$ cat src/rtl/bcd_pkg.sv
// Shared types and constants for the sequential BCD-to-binary converter.
package bcd_pkg;

  localparam int unsigned DIGITS = 5;
  localparam int unsigned BIN_W  = 16;
  localparam int unsigned ITER   = 17;

  localparam int unsigned BIN_MAX_POS     = 32767;
  localparam int unsigned BIN_MAX_NEG_MAG = 32768;

  typedef logic [3:0] bcd_digit_t;

  typedef enum logic [1:0] {
    IDLE,
    SHIFT,
    FINISH,
    HOLD
  } state_t;

endpackage

$ cat src/rtl/bcd2bin_seq_if.sv
// Input/output handshake bundle between an operand source and the converter.
interface bcd2bin_seq_if #(
  parameter int unsigned DIGITS = 5,
  parameter int unsigned BIN_W  = 16
);
  logic                  in_valid;
  logic                  in_ready;
  logic [4*DIGITS-1:0]   bcd_in;
  logic                  sign_in;
  logic                  out_valid;
  logic                  out_ready;
  logic [BIN_W-1:0]      bin_out;
  logic                  ovf;
  logic                  err;

  modport master (
    output in_valid, bcd_in, sign_in, out_ready,
    input  in_ready, out_valid, bin_out, ovf, err
  );

  modport slave (
    input  in_valid, bcd_in, sign_in, out_ready,
    output in_ready, out_valid, bin_out, ovf, err
  );
endinterface

$ cat src/rtl/bcd_digit_adj.sv
// Per-digit correction for reverse double-dabble: subtract 3 from digits >= 8.
module bcd_digit_adj
  import bcd_pkg::*;
(
  input  bcd_digit_t i_digit,
  output bcd_digit_t o_digit
);

  // Digit correction after each right shift
  always_comb begin
    o_digit = i_digit;
    if (i_digit >= 4'd8) o_digit = i_digit - 4'd3;
  end

endmodule

$ cat src/rtl/bcd2bin_seq.sv
// Sequential signed BCD-to-binary converter, one reverse double-dabble step per clock.
module bcd2bin_seq
  import bcd_pkg::*;
#(
  parameter int unsigned DIGITS = bcd_pkg::DIGITS,
  parameter int unsigned BIN_W  = bcd_pkg::BIN_W
) (
  input  logic          clk,
  input  logic          rst_n,
  bcd2bin_seq_if.slave  bus
);

  localparam int unsigned ITER    = $clog2(10**DIGITS);
  localparam int unsigned CNT_W   = $clog2(ITER + 1);
  localparam int unsigned BCD_W   = 4 * DIGITS;
  localparam int unsigned MAX_POS = (2**(BIN_W-1)) - 1;
  localparam int unsigned MAX_NEG = 2**(BIN_W-1);

  state_t                r_state, w_next;
  logic [BCD_W-1:0]      r_bcd;
  logic [ITER-1:0]       r_bin;
  logic [CNT_W-1:0]      r_cnt;
  logic                  r_sign;
  logic                  r_err_in;
  logic [BIN_W-1:0]      r_bin_out;
  logic                  r_ovf;
  logic                  r_err;

  logic [BCD_W+ITER-1:0] w_shift;
  logic [BCD_W-1:0]      w_bcd_sh;
  logic [BCD_W-1:0]      w_bcd_adj;
  logic                  w_bad_digit;
  logic                  w_in_ready;
  logic                  w_out_valid;
  logic [31:0]           w_mag;
  logic [BIN_W-1:0]      w_neg;

  assign w_shift  = {r_bcd, r_bin} >> 1;
  assign w_bcd_sh = w_shift[BCD_W+ITER-1 -: BCD_W];
  assign w_mag    = 32'(r_bin);
  assign w_neg    = '0 - r_bin[BIN_W-1:0];

  for (genvar g = 0; g < DIGITS; g++) begin : g_adj
    bcd_digit_adj u_adj (
      .i_digit (w_bcd_sh[4*g +: 4]),
      .o_digit (w_bcd_adj[4*g +: 4])
    );
  end

  // Flag any non-decimal digit in the presented word
  always_comb begin
    w_bad_digit = 1'b0;
    for (int unsigned k = 0; k < DIGITS; k++) begin
      if (bus.bcd_in[4*k +: 4] > 4'd9) w_bad_digit = 1'b1;
    end
  end

  // State register
  always_ff @(posedge clk) begin
    if (!rst_n) r_state <= IDLE;
    else        r_state <= w_next;
  end

  // Next-state and handshake decode
  always_comb begin
    w_next      = r_state;
    w_in_ready  = 1'b0;
    w_out_valid = 1'b0;
    case (r_state)
      IDLE: begin
        w_in_ready = 1'b1;
        if (bus.in_valid) w_next = SHIFT;
      end
      SHIFT: begin
        if (r_cnt == CNT_W'(ITER - 1)) w_next = FINISH;
      end
      FINISH: w_next = HOLD;
      HOLD: begin
        w_out_valid = 1'b1;
        if (bus.out_ready) w_next = IDLE;
      end
      default: w_next = IDLE;
    endcase
  end

  // Datapath: load, shift/adjust, then saturate and sign the magnitude
  always_ff @(posedge clk) begin
    if (!rst_n) begin
      r_bcd     <= '0;
      r_bin     <= '0;
      r_cnt     <= '0;
      r_sign    <= 1'b0;
      r_err_in  <= 1'b0;
      r_bin_out <= '0;
      r_ovf     <= 1'b0;
      r_err     <= 1'b0;
    end else begin
      case (r_state)
        IDLE: begin
          if (bus.in_valid) begin
            r_bcd    <= bus.bcd_in;
            r_bin    <= '0;
            r_cnt    <= '0;
            r_sign   <= bus.sign_in;
            r_err_in <= w_bad_digit;
          end
        end
        SHIFT: begin
          r_bcd <= w_bcd_adj;
          r_bin <= w_shift[ITER-1:0];
          r_cnt <= r_cnt + CNT_W'(1);
        end
        FINISH: begin
          r_err <= r_err_in;
          r_ovf <= 1'b0;
          if (r_err_in) begin
            r_bin_out <= '0;
          end else if (!r_sign && w_mag > MAX_POS) begin
            r_bin_out <= {1'b0, {(BIN_W-1){1'b1}}};
            r_ovf     <= 1'b1;
          end else if (r_sign && w_mag > MAX_NEG) begin
            r_bin_out <= {1'b1, {(BIN_W-1){1'b0}}};
            r_ovf     <= 1'b1;
          end else begin
            r_bin_out <= r_sign ? w_neg : r_bin[BIN_W-1:0];
          end
        end
        default: ;
      endcase
    end
  end

  assign bus.in_ready  = w_in_ready;
  assign bus.out_valid = w_out_valid;
  assign bus.bin_out   = r_bin_out;
  assign bus.ovf       = r_ovf;
  assign bus.err       = r_err;

endmodule

$ cat src/flat_wrapper.sv
// flat-port wrapper written by rule: the top's interface ports become plain ports
module bcd2bin_seq_flat import bcd_pkg::*;
#(
  parameter int unsigned DIGITS = bcd_pkg::DIGITS,
  parameter int unsigned BIN_W  = bcd_pkg::BIN_W
)
  (clk, rst_n, bus_in_valid, bus_bcd_in, bus_sign_in, bus_out_ready, bus_in_ready, bus_out_valid, bus_bin_out, bus_ovf, bus_err);
  bcd2bin_seq_if #(.DIGITS(DIGITS), .BIN_W(BIN_W)) bus_i ();
  input  logic clk;
  input  logic rst_n;
  input wire logic [$bits(bus_i.in_valid)-1:0] bus_in_valid;
  input wire logic [$bits(bus_i.bcd_in)-1:0] bus_bcd_in;
  input wire logic [$bits(bus_i.sign_in)-1:0] bus_sign_in;
  input wire logic [$bits(bus_i.out_ready)-1:0] bus_out_ready;
  output wire logic [$bits(bus_i.in_ready)-1:0] bus_in_ready;
  output wire logic [$bits(bus_i.out_valid)-1:0] bus_out_valid;
  output wire logic [$bits(bus_i.bin_out)-1:0] bus_bin_out;
  output wire logic [$bits(bus_i.ovf)-1:0] bus_ovf;
  output wire logic [$bits(bus_i.err)-1:0] bus_err;
  assign bus_i.in_valid = bus_in_valid;
  assign bus_i.bcd_in = bus_bcd_in;
  assign bus_i.sign_in = bus_sign_in;
  assign bus_i.out_ready = bus_out_ready;
  assign bus_in_ready = bus_i.in_ready;
  assign bus_out_valid = bus_i.out_valid;
  assign bus_bin_out = bus_i.bin_out;
  assign bus_ovf = bus_i.ovf;
  assign bus_err = bus_i.err;
  bcd2bin_seq #(.DIGITS(DIGITS), .BIN_W(BIN_W)) u_core (.clk(clk), .rst_n(rst_n), .bus(bus_i));
endmodule
$ cat config.mk
export PLATFORM = sky130hd
export DESIGN_NAME = bcd2bin_seq_flat
export DESIGN_NICKNAME = d
export VERILOG_FILES = /design/src/rtl/bcd_pkg.sv /design/src/rtl/bcd2bin_seq_if.sv /design/src/rtl/bcd_digit_adj.sv /design/src/rtl/bcd2bin_seq.sv /design/src/flat_wrapper.sv
export SDC_FILE = /design/constraint.sdc
export NUM_CORES = 1
export LEC_CHECK = 0
export ABC_AREA = 0
export BUFFER_PORTS_ARGS = -buffer_cell sky130_fd_sc_hd__clkbuf_2
export CORE_MARGIN = 5
export CORE_UTILIZATION = 30
export DETAILED_ROUTE_END_ITERATION = 10
export GPL_TIMING_DRIVEN = 0
export MAX_ROUTING_LAYER = met4
export SYNTH_ARGS = -nofsm -noshare
export SYNTH_HDL_FRONTEND = slang
export SYNTH_SLANG_ARGS = --single-unit
$ cat constraint.sdc
create_clock -name clk -period 1.9 [get_ports clk]
set_input_delay 0.095 -clock clk [delete_from_list [all_inputs] [get_ports clk]]
set_output_delay 0.095 -clock clk [all_outputs]
set_load 0.01 [all_outputs]
==> results_dict.tcl <==
set metrics [dict create \
    finalNetCount 510 \
    synth_top_family_by_area "compound AO/OA/AOI/OAI gates" \
    io_buffers 44 \
    fin_skew_ns 0.005224 \
    drc 0 \
    crit_arrival_ns 2.14 \
    clockBufferDepth 2 \
    ys_warn_count 0 \
    core_sq_um 11320 \
    synth.area.mux_share 0.01781 \
    cts_tree "done" \
    rows 39 \
    start_kind "flop" \
    combPwrFrac 0.365 \
    p_sw_frac 0.3624 \
    worst_slew_pin_slew_ns 0.7043 \
    setup_slack_ns -0.02828 \
    antenna_found_initial 0 \
    p_leak_uw 0.001727 \
    fmax_mhz 518.6 \
    firstDrtPassIters 4 \
    grt_pass1_wl_um 14460 \
    violations "setup timing" \
    syn_area_per_cell_sq_um 8.478 \
    synth_compound_area_frac 0.2385 \
    clockRootBuffer "clkbuf_16" \
    seq_power_share 0.319 \
    final_cells 617 \
    fillers 1174 \
    multi_input_comb_area_sq_um 2078 \
    synth_flop_cell "dfxtp_1" \
    clk_latency_ns 0.33 \
    ios 45 \
    numCtsBuffers 9 \
    finalSetupViolCount 2 \
    placed_area_sq_um 3841 \
    synthAdderAreaFrac 0.05816 \
    yosys.area_share.simple 0.2028 \
    ant_nets 0 \
    grt_use_total 0.1381 \
    h-tree-depth 3 \
    wl_um 8853 \
    mostFrequentLayoutCell "dfxtp_1" \
    min_period_over_period 1.015 \
    worst_setup_hold_path_clk_slew_ns 0.05 \
    syn_nets 447 \
    overflow 0 \
    regArea_sq_um 1299 \
    final_cell_mix "dfxtp_1 (56), clkbuf_2 (50), nand2_1 (47), nor2b_1 (30), a22oi_1 (24)" \
    synth-xor-area-share 0.05089 \
    place_congestion 0.8534 \
    die_w_um 117.1 \
    vias 3079 \
    synthesis.area_sq_um 3442 \
    via_per_inst 4.990 \
    ys_ff_latch 64 \
    dp.cells 593 \
    die_height_um 117.1 \
    p_sw_uw 2021 \
    crit_required_ns 2.11 \
    p_clk_frac 0.316 \
    irDropWorstVdd_mv 0.5771 \
    p_int_uw 3557 \
    drt-initial-drc-count 189 \
    relSlewSlack 0.5305 \
    ys_seq_area_frac 0.3722 \
    area_delta_synth_final_pct 27.66 \
    fin_crit_ns 1.928 \
    max_cap_violations 0 \
    async_flop_share 0 \
    num_antenna_cells 0 \
    final_cell_area_sq_um 4394 \
    rsz0062_at_grt "true" \
    grt_start_max_net_pins 11 \
    grt_pass1_vias 2953 \
    ys_types 44 \
    post_drt_wl_per_cell_um 14.35 \
    min_path_type "input port to flop" \
    synth-edff-count 0 \
    slew_viol_final 0 \
    die_area_sq_um 13720 \
    syn_inst 406 \
    powerDensity_nw_per_um2 1269 \
    drive_above_1_share 0.2426 \
    cts_num_sinks 64 \
    worstPathMaxFanout 8 \
    initial_utilization 0.3040 \
    critPathKind "flop to flop" \
    hpwl_um 6338 \
    final_hold_viol_count 0 \
    crit_path_end_kind "flop" \
    outcome "finished with violations" \
]
## worst max-delay path: stages (launching register included)
cell      delay [ns]
dfxtp_1         0.30
buf_6           0.13
or3_4           0.38
or4_4           0.55
o31ai_4         0.20
xor2_1          0.17
o211ai_1        0.09
## repair_timing
action | 4_1_cts | 5_1_grt
hold buffers | 0 | 0
setup buffers | 4 | 8
pin swaps | 3 | 10
gates cloned | 0 | 1
setup endpoints to repair | 58 | 41
resized for setup | 19 | 34
## metal layers
metal	wire [um]	vias up	share of wire	GRT usage
met2	3932	76	0.44	0.2097
met3	451	10	0.051	0.03856
met1	4345	1426	0.49	0.1779
met5	0	-	0	-
li1	-	1567	-	-
met4	123	0	0.014	0.04511
## cell type report
cell class / count / share of cell area
Multi-Input combinational cell: 294 / 0.4729
Sequential cell: 64 / 0.2956
Timing Repair Buffer: 57 / 0.07517
Clock buffer: 13 / 0.05695
Tap cell: 143 / 0.04072
Buffer: 24 / 0.02762
Inverter: 19 / 0.01623
Clock inverter: 3 / 0.01481
## power by group through the flow
stage	combinational (uW)	sequential, uW	clock (uW)
finish	2040	1780	1770
CTS	1870	1780	1790
global placement	1740	1790	0
detailed placement	1780	1800	0
global route	2280	1810	1840
floorplan	1330	1750	0
## synthesized netlist by cell type (4+ instances only)
cell type | count | area, sq um
a31oi_1 | 7 | 43.79
o211ai_1 | 19 | 142.6
nand4_1 | 9 | 56.30
o31ai_1 | 4 | 30.03
buf_2 | 5 | 25.02
o211a_1 | 4 | 40.04
clkbuf_1 | 16 | 60.06
inv_1 | 19 | 71.32
o21ai_0 | 19 | 95.09
xnor2_1 | 9 | 78.83
nor4_1 | 4 | 25.02
buf_1 | 5 | 18.77
mux2i_1 | 5 | 50.05
a22oi_1 | 24 | 180.2
nand2_1 | 50 | 187.7
a21oi_1 | 14 | 70.07
nor2b_1 | 30 | 187.7
dfxtp_1 | 64 | 1281
xor2_1 | 11 | 96.34
a211oi_1 | 4 | 30.03
and2_1 | 5 | 31.28
nor2_1 | 20 | 75.07
a21boi_0 | 11 | 82.58
ha_1 | 16 | 200.2
## cells by family after synthesis
kind of cell / count (synthesis)
buf+inv: 48
compound gates: 117
flops: 64
fa+ha+maj: 16
xor+xnor: 20
simple gates: 135
mux: 6
## metrics by stage
stage               total power [uW]  TNS [ns]  utilization  hold WS, ns  setup WS (ns)
global placement                3531    -7.510       0.3393       0.3751        -0.3811
finish                          5578  -0.03251       0.3882      0.06257       -0.02828
CTS                             5437   -0.1485       0.3736      0.05476       -0.08910
floorplan                       3077  -0.02682            -       0.2511       -0.02682
global route                    5928   -0.2795       0.3882      0.09009       -0.08997
detailed placement              3580    -10.37       0.3393       0.3961        -0.4412
## final timing paths
| check | endpoint | slack (ns) | startpoint | cells past startpoint |
|---|---|---|---|---|
| setup reg to reg | u_core.bus.bin_out[12] | -0.03 | u_core.r_bin[6] | 6 |
| hold reg to reg | u_core.bus.bin_out[10] | 0.45 | u_core.bus.bin_out[10] | 2 |
| hold / removal | u_core.r_bcd[19] | 0.06 | bus_bcd_in[19] | 3 |
| setup / recovery | u_core.bus.bin_out[12] | -0.03 | u_core.r_bin[6] | 6 |
## sequential cells by signal, indices dropped and copies added, names as in the netlist
signal / flops
u_core.bus.bin_out: 16
u_core.bus.err: 1
u_core.bus.ovf: 1
u_core.r_bcd: 20
u_core.r_bin: 17
u_core.r_cnt: 5
u_core.r_err_in: 1
u_core.r_sign: 1
u_core.r_state: 2
(Power assumes the default switching activity.)
